--- src/rtl/regread_if.sv ---
// Handshake bundle between the operand-fetch port, its requester and the execute stage.
// master drives requests and pop acknowledgements; slave is the regread side.
interface regread_if #(
  parameter int WIDTH = 16
);
  logic             req_valid;
  logic             req_ready;
  logic [2:0]       rsel_a;
  logic [2:0]       rsel_b;
  logic             out_valid;
  logic             out_ready;
  logic [WIDTH-1:0] opa;
  logic [WIDTH-1:0] opb;
  logic [2:0]       tag_a;
  logic [2:0]       tag_b;

  modport master (
    output req_valid, rsel_a, rsel_b, out_ready,
    input  req_ready, out_valid, opa, opb, tag_a, tag_b
  );

  modport slave (
    input  req_valid, rsel_a, rsel_b, out_ready,
    output req_ready, out_valid, opa, opb, tag_a, tag_b
  );
endinterface

--- src/rtl/regread.sv ---
// Operand-fetch read port: snapshots two register operands, with write-back
// forwarding, into a 2-entry FIFO that feeds the execute stage.
module regread #(
  parameter int WIDTH   = 16,
  parameter bit ZERO_R0 = 1'b0
) (
  input  logic             CLK,
  input  logic             RSTN,
  input  logic [WIDTH-1:0] q0,
  input  logic [WIDTH-1:0] q1,
  input  logic [WIDTH-1:0] q2,
  input  logic [WIDTH-1:0] q3,
  input  logic [WIDTH-1:0] q4,
  input  logic [WIDTH-1:0] q5,
  input  logic [WIDTH-1:0] q6,
  input  logic [WIDTH-1:0] q7,
  input  logic             wb_load,
  input  logic [2:0]       wb_sel,
  input  logic [WIDTH-1:0] wb_d,
  regread_if.slave         bus
);

  typedef enum logic [1:0] {EMPTY, ONE, FULL} state_t;

  state_t           state;
  logic             wp, rp;
  logic             req_ready_r, out_valid_r;
  logic [WIDTH-1:0] ent_a [2];
  logic [WIDTH-1:0] ent_b [2];
  logic [2:0]       ent_ta [2];
  logic [2:0]       ent_tb [2];

  logic [WIDTH-1:0] qv [8];
  logic [WIDTH-1:0] opnd_a, opnd_b;
  logic             push, pop;

  always_comb begin
    qv[0] = q0; qv[1] = q1; qv[2] = q2; qv[3] = q3;
    qv[4] = q4; qv[5] = q5; qv[6] = q6; qv[7] = q7;
  end

  // Later checks win: the zero-register rule overrides forwarding.
  always_comb begin
    opnd_a = qv[bus.rsel_a];
    if (wb_load && (wb_sel == bus.rsel_a)) opnd_a = wb_d;
    if (ZERO_R0 && (bus.rsel_a == 3'd0))   opnd_a = '0;
    opnd_b = qv[bus.rsel_b];
    if (wb_load && (wb_sel == bus.rsel_b)) opnd_b = wb_d;
    if (ZERO_R0 && (bus.rsel_b == 3'd0))   opnd_b = '0;
  end

  assign push = bus.req_valid && req_ready_r;
  assign pop  = out_valid_r && bus.out_ready;

  always_ff @(posedge CLK) begin
    if (!RSTN) begin
      state       <= EMPTY;
      wp          <= 1'b0;
      rp          <= 1'b0;
      req_ready_r <= 1'b1;
      out_valid_r <= 1'b0;
      for (int unsigned i = 0; i < 2; i++) begin
        ent_a[i]  <= '0;
        ent_b[i]  <= '0;
        ent_ta[i] <= '0;
        ent_tb[i] <= '0;
      end
    end else begin
      if (push) begin
        ent_a[wp]  <= opnd_a;
        ent_b[wp]  <= opnd_b;
        ent_ta[wp] <= bus.rsel_a;
        ent_tb[wp] <= bus.rsel_b;
        wp         <= ~wp;
      end
      if (pop) rp <= ~rp;

      case (state)
        EMPTY: if (push) begin
          state       <= ONE;
          out_valid_r <= 1'b1;
        end
        ONE: begin
          if (push && !pop) begin
            state       <= FULL;
            req_ready_r <= 1'b0;
          end else if (pop && !push) begin
            state       <= EMPTY;
            out_valid_r <= 1'b0;
          end
        end
        FULL: if (pop) begin
          state       <= ONE;
          req_ready_r <= 1'b1;
        end
        default: begin
          state       <= EMPTY;
          req_ready_r <= 1'b1;
          out_valid_r <= 1'b0;
        end
      endcase
    end
  end

  assign bus.req_ready = req_ready_r;
  assign bus.out_valid = out_valid_r;
  assign bus.opa       = ent_a[rp];
  assign bus.opb       = ent_b[rp];
  assign bus.tag_a     = ent_ta[rp];
  assign bus.tag_b     = ent_tb[rp];

endmodule

--- src/flat_wrapper.sv ---
// flat-port wrapper written by rule: the top's interface ports become plain ports
module regread_flat 
#(
  parameter int WIDTH   = 16,
  parameter bit ZERO_R0 = 1'b0
)
  (CLK, RSTN, q0, q1, q2, q3, q4, q5, q6, q7, wb_load, wb_sel, wb_d, bus_req_valid, bus_rsel_a, bus_rsel_b, bus_out_ready, bus_req_ready, bus_out_valid, bus_opa, bus_opb, bus_tag_a, bus_tag_b);
  regread_if #(.WIDTH(WIDTH)) bus_i ();
  input  logic CLK;
  input  logic RSTN;
  input  logic [WIDTH-1:0] q0;
  input  logic [WIDTH-1:0] q1;
  input  logic [WIDTH-1:0] q2;
  input  logic [WIDTH-1:0] q3;
  input  logic [WIDTH-1:0] q4;
  input  logic [WIDTH-1:0] q5;
  input  logic [WIDTH-1:0] q6;
  input  logic [WIDTH-1:0] q7;
  input  logic wb_load;
  input  logic [2:0] wb_sel;
  input  logic [WIDTH-1:0] wb_d;
  input wire logic [$bits(bus_i.req_valid)-1:0] bus_req_valid;
  input wire logic [$bits(bus_i.rsel_a)-1:0] bus_rsel_a;
  input wire logic [$bits(bus_i.rsel_b)-1:0] bus_rsel_b;
  input wire logic [$bits(bus_i.out_ready)-1:0] bus_out_ready;
  output wire logic [$bits(bus_i.req_ready)-1:0] bus_req_ready;
  output wire logic [$bits(bus_i.out_valid)-1:0] bus_out_valid;
  output wire logic [$bits(bus_i.opa)-1:0] bus_opa;
  output wire logic [$bits(bus_i.opb)-1:0] bus_opb;
  output wire logic [$bits(bus_i.tag_a)-1:0] bus_tag_a;
  output wire logic [$bits(bus_i.tag_b)-1:0] bus_tag_b;
  assign bus_i.req_valid = bus_req_valid;
  assign bus_i.rsel_a = bus_rsel_a;
  assign bus_i.rsel_b = bus_rsel_b;
  assign bus_i.out_ready = bus_out_ready;
  assign bus_req_ready = bus_i.req_ready;
  assign bus_out_valid = bus_i.out_valid;
  assign bus_opa = bus_i.opa;
  assign bus_opb = bus_i.opb;
  assign bus_tag_a = bus_i.tag_a;
  assign bus_tag_b = bus_i.tag_b;
  regread #(.WIDTH(WIDTH), .ZERO_R0(ZERO_R0)) u_core (.CLK(CLK), .RSTN(RSTN), .q0(q0), .q1(q1), .q2(q2), .q3(q3), .q4(q4), .q5(q5), .q6(q6), .q7(q7), .wb_load(wb_load), .wb_sel(wb_sel), .wb_d(wb_d), .bus(bus_i));
endmodule
--- config.mk ---
export PLATFORM = sky130hd
export DESIGN_NAME = regread_flat
export DESIGN_NICKNAME = d
export VERILOG_FILES = /design/src/rtl/regread_if.sv /design/src/rtl/regread.sv /design/src/flat_wrapper.sv
export SDC_FILE = /design/constraint.sdc
export NUM_CORES = 1
export LEC_CHECK = 0
export ABC_AREA = 1
export CAP_MARGIN = 0
export CORE_MARGIN = 5
export CORE_UTILIZATION = 40
export DETAILED_ROUTE_END_ITERATION = 16
export MAX_ROUTING_LAYER = met4
export PLACE_DENSITY = 0.75
export SYNTH_ARGS = -nofsm -noshare
export SYNTH_HDL_FRONTEND = slang
export SYNTH_SLANG_ARGS = --single-unit
--- constraint.sdc ---
create_clock -name CLK -period 2.5 [get_ports CLK]
set_input_delay 0.375 -clock CLK [delete_from_list [all_inputs] [get_ports CLK]]
set_output_delay 0.375 -clock CLK [all_outputs]
set_load 0.01 [all_outputs]
# ---- Word-level counts from Yosys, hierarchy flattened
# Memory sizes are Yosys's and may differ from the RTL's. A register that Yosys moved wholly into a read port is not among the register bits.
# Index checks and enable logic that the tools add are counted.
dict set report word_totals {
  reg_bits 6
  ramBits 76
  inputBits 158
  elab_cells 87
  mem_count 4
}
dict set report classes {
  order_cmp 2
  n_eq_ne 10
  mux 44
  bitwise 6
  n_reduce_logical 16
}
# name words word_bits rd rd_ports_with_merged_regs wr line_no
set memory_table {}
lappend memory_table {u_core.ent_a 2 16 1 1 2 regread.sv:28} ;# logic [WIDTH-1:0] ent_a [2];
lappend memory_table {u_core.ent_b 2 16 1 1 2 regread.sv:29} ;# logic [WIDTH-1:0] ent_b [2];
lappend memory_table {u_core.ent_ta 2 3 1 1 2 regread.sv:30} ;# logic [2:0] ent_ta [2];
lappend memory_table {u_core.ent_tb 2 3 1 1 2 regread.sv:31} ;# logic [2:0] ent_tb [2];
# cell count
set ops {}
lappend ops {{16-bit two-way mux} 8}
lappend ops {{16-bit binary-select mux with 3-bit select} 2}
lappend ops {{16-bit OR reduction} 2}
lappend ops {{1-bit two-way mux} 25}
lappend ops {{4-bit greater-or-equal comparator (second input constant)} 2}
lappend ops {{2-bit two-way mux} 4}
lappend ops {{2-bit by 1-bit != test with 1-bit output (second input constant)} 4}
lappend ops {{3-bit NOT with 4-bit output} 2}
lappend ops {{3-bit equality test} 2}
lappend ops {{1-bit logical AND} 6}
lappend ops {{3-bit two-way mux} 2}
lappend ops {{1-bit one-hot mux with 3 select lines} 2}
lappend ops {{2-bit one-hot mux with 3 select lines} 1}
lappend ops {{3-bit AND reduction} 2}
lappend ops {{3-bit OR reduction} 2}
lappend ops {{1-bit NOT} 4}
lappend ops {{4-bit AND reduction} 1}
lappend ops {{3-bit by 1-bit != test with 1-bit output (second input constant)} 1}
lappend ops {{2-bit by 1-bit equality test with 1-bit output (second input constant)} 1}
lappend ops {{2-bit equality test (second input constant)} 1}
lappend ops {{1-bit logical NOT} 2}
lappend ops {{2-bit logical NOT} 1}
lappend ops {{2-bit != test (second input constant)} 1}

# ---- Logic depth before layout (Yosys ltp)
dict set report depth {
  word_depth 6
  depth_mapped 10
  mapped_depth_nobuf 8
}

# ---- Worst setup path after synthesis
# Ideal clock, no wire load.
dict set report synth_timing {
  path_type {register to register}
  startpoint {reg u_core.req_ready_r, in the netlist u_core.bus.req_ready}
  endpoint {mem u_core.ent_a[0][0] (enable)}
  setup_time_ns 0.396
  t_arrival_ns 1.937
  t_required_ns 2.104
  setup_slack_ns 0.167
  stages_incl_launch_ff 8
  cell_sequence {dfxtp_1 nand2_1 nor2_4 inv_2 or2_1 buf_6 buf_6 nand2_1}
}
# element line_no
set synth_rtl {}
lappend synth_rtl {{start: declaration} regread.sv:27} ;# logic req_ready_r, out_valid_r;
lappend synth_rtl {{start signal: assignment} regread.sv:60} ;# req_ready_r <= 1'b1;
lappend synth_rtl {{start signal: assignment} regread.sv:86} ;# req_ready_r <= 1'b0;
lappend synth_rtl {{start signal: assignment} regread.sv:94} ;# req_ready_r <= 1'b1;
lappend synth_rtl {{end: declaration} regread.sv:28}

==> qor.yml <==
outcome:
  status: "finished clean"
sta:
  whs_ns: 0.4955
  rsz0062_at_grt: "false"
  slew_viol_final: 0
  setup_viol: 0
  post-route-min-period_ns: 2.223
  worstMarginPinSlew_ns: 0.5736
  finClkSkew_ns: 0.005381
  hold_violations: 0
  timing.setup.tns_ns: 0
  fmax_mhz: 449.9
  final.period_utilization_pct: 88.91
  max_slew_margin_pct: 61.76
power:
  ir_drop_v: 0.0004110
  power.leakage_uw: 0.004253
  p_per_area_mw_per_mm2: 489.3
clock_tree:
  ctsHtreeMaxLevel: 3
  cts_sinks: 83
  cts_buffer_depth: 2
  ctsHoldBuffers: 0
  clockRootBuffer: "clkbuf_16"
  numCtsBuffers: 9
  cts_setup_buffers: 0
  cts_resized: 0
  clk_pin_slew_worst_paths_ns: 0.06
  cts_tree: "done"
  insertion_delay_ns: 0.33
worst_setup_path:
  crit_path_end_kind: "primary output"
  arrival_ns: 1.85
  crit_required_ns: 2.12
  worst_r2r_path_depth: 6
  critical_path.startpoint_type: "register"
  critical_path_class: "reg -> out"
  critPathMaxFanout: 38
place:
  post-dp-hpwl_um: 17320
  place_congestion: 0.9224
  port_buffers: 197
cells_and_area:
  multi_input_area_mm2: 0.003565
  regArea_mm2: 0.002422
  antenna-diode-count: 0
  fill_cells: 1589
  drive_above_1_share_pct: 14.93
  area_delta_synth_final_pct: 34.62
  nets: 1299
floorplan:
  io_pins: 198
  coreArea_mm2: 0.01712
  die_x_um: 141.5
  dieHeight_um: 141.5
  die_area_mm2: 0.02003
  start_util_pct: 40.43
  rows: 48
synthesis:
  ys_warn_count: 0
  syn_nets: 1131
  synthAdderAreaFrac_pct: 0
  synthSimpleGateAreaFrac_pct: 37.34
  yosys_register_bits: 83
  synthesis.area_mm2: 0.006920
  synth_seq_area_share_pct: 35.00
  synth.avg_cell_area_um2: 7.112
  synth_top_family_by_area: "simple AND/OR/NAND/NOR gates"
  synthDistinctLibCells: 28
  synthCells: 973
  synth_mux_area_share_pct: 6.183
  synth-compound-area-share_pct: 7.829
  synthXorXnorAreaFrac_pct: 0.1266
drt:
  wl_per_cell_um: 17.04
  finalWirelength_um: 23350
  viasPerCell: 5.231
  ant_nets: 0
  drc_errors: 0
  dr.pass1.iters: 6
  via_count: 7167
  drt_iter0_drc: 729
global_routing:
  grt_util_met3_pct: 3.842
  grt_util_met2_pct: 34.72
  grt_pass1_vias: 6832
  grt_overflow_total: 0
  met1_usage_pct: 33.58
  grt.total_usage_pct: 23.31
  grt_max_degree: 52
  grt-busiest-layer: "met2"
  grt_antenna_before_repair: 0
  grt_pass1_wl_um: 36170
hold_path:
  hold_depth: 2
  min_path_type: "reg -> reg"
job:
  maxCapViolations: 0
[path summary, 6_finish.rpt]
check / slack (ns) / from / end
worst max-delay path: 0.28 / register / bus_opb[5]
worst min-delay path: 0.50 / u_core.bus.out_valid / u_core.bus.out_valid
worst max register to register: 0.83 / u_core.bus.req_ready / u_core.ent_tb[0][0]
worst min register to register: 0.50 / u_core.bus.out_valid / u_core.bus.out_valid
[metrics by stage]
stage,power (uW),setup slack [ns],utilization [%],instance area [um2],cells
5_1_grt,4763,0.2334,54.43,9316,1370
2_1_floorplan,2597,0.1674,-,6920,973
4_1_cts,4576,0.2650,54.43,9316,1370
3_3_place_gp,3297,0.2013,52.78,9034,1355
3_5_place_dp,3315,0.1719,52.78,9034,1355
6_report,4558,0.2773,54.43,9316,1370
[worst max-delay path: stages, from the launching register on]
cell and delay, ns:
dfxtp_1 0.35, buf_12 0.24, mux2_2 0.36, clkdlybuf4s50_1 0.54
[power by group]
part           total [uW]  switching [uW]  internal [uW]
Combinational        1580             837            744
Sequential           1710            38.8           1670
Clock                1260             506            758
[final cells by class]
cell class,count,area share [%]
timing repair buffer,222,23.74
sequential,83,26.00
multi-input combinational,682,38.26
tap,225,3.022
clock inverter,6,0.6178
clock buffer,9,2.417
inverter,143,5.936
[metal layers]
layer  share of wire, %  wire [um]
met1                 45      10440
met4                1.4        323
met2                 45      10440
met3                9.2       2149
met5                  0          0
[layout by cell type (no fill, tap or decap), types with 5 or more instances in the layout]
| master | instances |
|---|---|
| a21oi_1 | 13 |
| a21oi_2 | 51 |
| buf_12 | 5 |
| buf_4 | 20 |
| clkbuf_16 | 9 |
| clkdlybuf4s50_1 | 195 |
| dfxtp_1 | 7 |
| edfxtp_1 | 76 |
| inv_1 | 132 |
| inv_2 | 5 |
| mux2_2 | 38 |
| nand2_1 | 296 |
| nand2_2 | 11 |
| nand2_4 | 12 |
| nand3_1 | 227 |
| nor2_1 | 20 |
[synthesized netlist by cell type]
| cell type | number | area (um2) |
|---|---|---|
| a21oi_1 | 13 | 65.06 |
| a21oi_2 | 51 | 446.7 |
| buf_1 | 1 | 3.750 |
| buf_12 | 2 | 40.04 |
| buf_2 | 34 | 170.2 |
| buf_4 | 3 | 22.52 |
| buf_6 | 7 | 78.83 |
| clkbuf_1 | 18 | 67.56 |
| clkinv_2 | 1 | 5.000 |
| dfxtp_1 | 7 | 140.1 |
| edfxtp_1 | 76 | 2282 |
| inv_1 | 133 | 499.2 |
| inv_2 | 4 | 15.01 |
| inv_4 | 4 | 25.02 |
| inv_6 | 1 | 8.760 |
| mux2_2 | 38 | 427.9 |
| nand2_1 | 297 | 1115 |
| nand2_2 | 10 | 62.56 |
| nand2_4 | 12 | 135.1 |
| nand3_1 | 227 | 1136 |
| nor2_1 | 20 | 75.07 |
| nor2_2 | 3 | 18.77 |
| nor2_4 | 2 | 22.52 |
| o211ai_1 | 2 | 15.01 |
| o21ai_0 | 3 | 15.01 |
| or2_1 | 1 | 6.260 |
| or2_2 | 2 | 12.51 |
| xor2_1 | 1 | 8.760 |
[flip-flops by register name, indices dropped and copies added, names as in the netlist, named ones only]
signal	count
u_core.ent_tb	6
u_core.bus.out_valid	1
u_core.state	2
u_core.wp	1
u_core.rp	1
u_core.ent_a	32
u_core.bus.req_ready	1
u_core.ent_ta	6
u_core.ent_b	32
[logic make-up after synthesis]
group	Yosys count
AO/OA/AOI/OAI	69
XOR/XNOR	1
buffers and inverters	208
flip-flops	83
multiplexers	38
AND/OR/NAND/NOR	574
Power figures use the tool's default switching activity.
==> variant: new RTL, same settings <==
`ZERO_R0` is set to 1'b0 in 2 places; all go to 1'b1.
--- a/src/rtl/regread.sv
+++ b/src/rtl/regread.sv
@@ -2,7 +2,7 @@
 // forwarding, into a 2-entry FIFO that feeds the execute stage.
 module regread #(
   parameter int WIDTH   = 16,
-  parameter bit ZERO_R0 = 1'b0
+  parameter bit ZERO_R0 = 1'b1
 ) (
   input  logic             CLK,
   input  logic             RSTN,
--- a/src/flat_wrapper.sv
+++ b/src/flat_wrapper.sv
@@ -2,7 +2,7 @@
 module regread_flat 
 #(
   parameter int WIDTH   = 16,
-  parameter bit ZERO_R0 = 1'b0
+  parameter bit ZERO_R0 = 1'b1
 )
   (CLK, RSTN, q0, q1, q2, q3, q4, q5, q6, q7, wb_load, wb_sel, wb_d, bus_req_valid, bus_rsel_a, bus_rsel_b, bus_out_ready, bus_req_ready, bus_out_valid, bus_opa, bus_opb, bus_tag_a, bus_tag_b);
   regread_if #(.WIDTH(WIDTH)) bus_i ();
Function: changed (Yosys sat finds a counterexample within 4 cycles, from zero or initial values and one cycle with RSTN low).
==> variant against the original RTL <==
- critical path depth is the same
- area after synthesis shrank 4.1%
- total power down 6.4%
- sequential cell count unchanged
- critical path type unchanged
- sequential power down 2%
- register-to-register slack better by 0.21 ns
- worst hold slack got worse by 0.0047 ns
- worst setup slack got worse by 0.018 ns
- cell area is 2.9% lower
- critical endpoint is now bus_opa[2]
- wire length grew 4.4%
- first-iteration DRC count up 11%
- die area decreased by 3.8%
- sequential share of layout area grew 0.78 points
- clock power is 8% lower
==> variant: results (changes against the original RTL) <==
iteration count of the initial detailed-routing pass=5 (was 6); Detailed Route Iter0 Violations=806 (was 729); Synth Instances=961 (was 973); routing usage on met1=0.329 (was 0.336); Min Hold Slack=0.491 ns (was 0.496 ns); GR Util met2=0.393 (was 0.347); Fill cells=1586 (was 1589); Peak supply drop=0.322 mV (was 0.411 mV); status=complete, no violations (unchanged); top post-synthesis cells by area=edfxtp_1, nand2_1, nand3_1 (was edfxtp_1, nand3_1, nand2_1); first-pass GRT wire length=37800 um (was 36200 um); final wirelength=24400 um (was 23300 um); unique cell type count in the Yosys netlist=24 (was 28); vias per cell=5.37 (was 5.23); CP arrival=1.87 ns (was 1.85 ns); detailed-route via count=7240 (was 7167); largest net degree at the start of global routing=65 (was 52); layout cells sized above 1=0.103 (was 0.149); depth of the worst register-to-register path=5 (was 6); r2r endpoint=u_core.ent_b[1][2]$_SDFFCE_PN0P_ (was u_core.ent_tb[0][0]$_SDFFCE_PN0P_); sequential-to-total area share from yosys stat=0.365 (was 0.350); GRT Total Usage=0.253 (was 0.233); clk_skew=0.00776 ns (was 0.00538 ns); vias in the first global route=6939 (was 6832); Min-Delay Startpoint=u_core.bus.req_ready$_SDFFE_PN1P_ (was u_core.bus.out_valid$_SDFFE_PN0P_); met3 Use GR=0.0393 (was 0.0384); GP Congestion=0.947 (was 0.922)
variant: layout make-up:
| type | count | area [um^2] | area share |
|---|---|---|---|
| Sequential cell | 83 | 2420 | 0.268 |
| Clock inverter | 4 | 18.8 | 0.00207 |
| Timing Repair Buffer | 224 | 2250 | 0.249 |
| Inverter | 62 | 235 | 0.0260 |
| Clock buffer | 11 | 233 | 0.0257 |
| Multi-Input combinational cell | 745 | 3610 | 0.399 |
| Tap cell | 220 | 275 | 0.0304 |
variant: stage by stage:
stage | util | power (mW) | instance area, um^2 | setup slack (ns)
after global routing | 0.551 | 4.46 | 9050 | 0.217
after CTS | 0.551 | 4.28 | 9050 | 0.250
after floorplan | - | 2.43 | 6640 | 0.212
after detailed placement | 0.536 | 3.13 | 8790 | 0.212
after global placement | 0.536 | 3.11 | 8790 | 0.265
final | 0.551 | 4.27 | 9050 | 0.260
variant: worst max-delay path: stages (launching register included):
cell and delay [ns]:
dfxtp_1 0.35, buf_12 0.25, mux2_2 0.41, clkdlybuf4s50_1 0.51
variant: worst max path at each step:
stage                  startpoint                               end  slack (ns)  depth (start not counted)
floorplan                    RSTN  u_core.ent_a[1][0]$_SDFFCE_PN0P_        0.21                          5
global placement    bus_rsel_a[2]  u_core.ent_a[0][8]$_SDFFCE_PN0P_        0.26                          8
detailed placement  bus_rsel_a[2]  u_core.ent_a[1][8]$_SDFFCE_PN0P_        0.21                          8
CTS                      register                        bus_opa[2]        0.25                          3
global route             register                        bus_opa[5]        0.22                          3
finish                   register                        bus_opa[2]        0.26                          3
variant: metal layers:
layer,vias to the layer above,share of wire,wire [um]
li1,3481,-,-
met1,3295,0.41,9890
met2,409,0.47,11300
met4,0,0.043,1040
met3,55,0.087,2120
met5,-,0,0
variant: power by group through the flow:
stage	Clock (mW)	Sequential (mW)	Combinational [mW]
after floorplan	0	1.69	0.739
after global placement	0	1.69	1.43
after detailed placement	0	1.69	1.44
after CTS	1.17	1.67	1.44
after global routing	1.22	1.67	1.56
final	1.16	1.67	1.44
variant: cells by family (layout without fill, tap and decap cells):
logic type / count (synthesis) / in the layout / share of synthesized area
DFF: 83 / 83 / 0.365
and+or+nand+nor: 699 / 699 / 0.472
muxes: 38 / 38 / 0.0645
AOI/OAI and AO/OA: 7 / 7 / 0.00566
xor gates and xnor gates: 1 / 1 / 0.00132
buffers and inverters: 133 / 301 / 0.0911
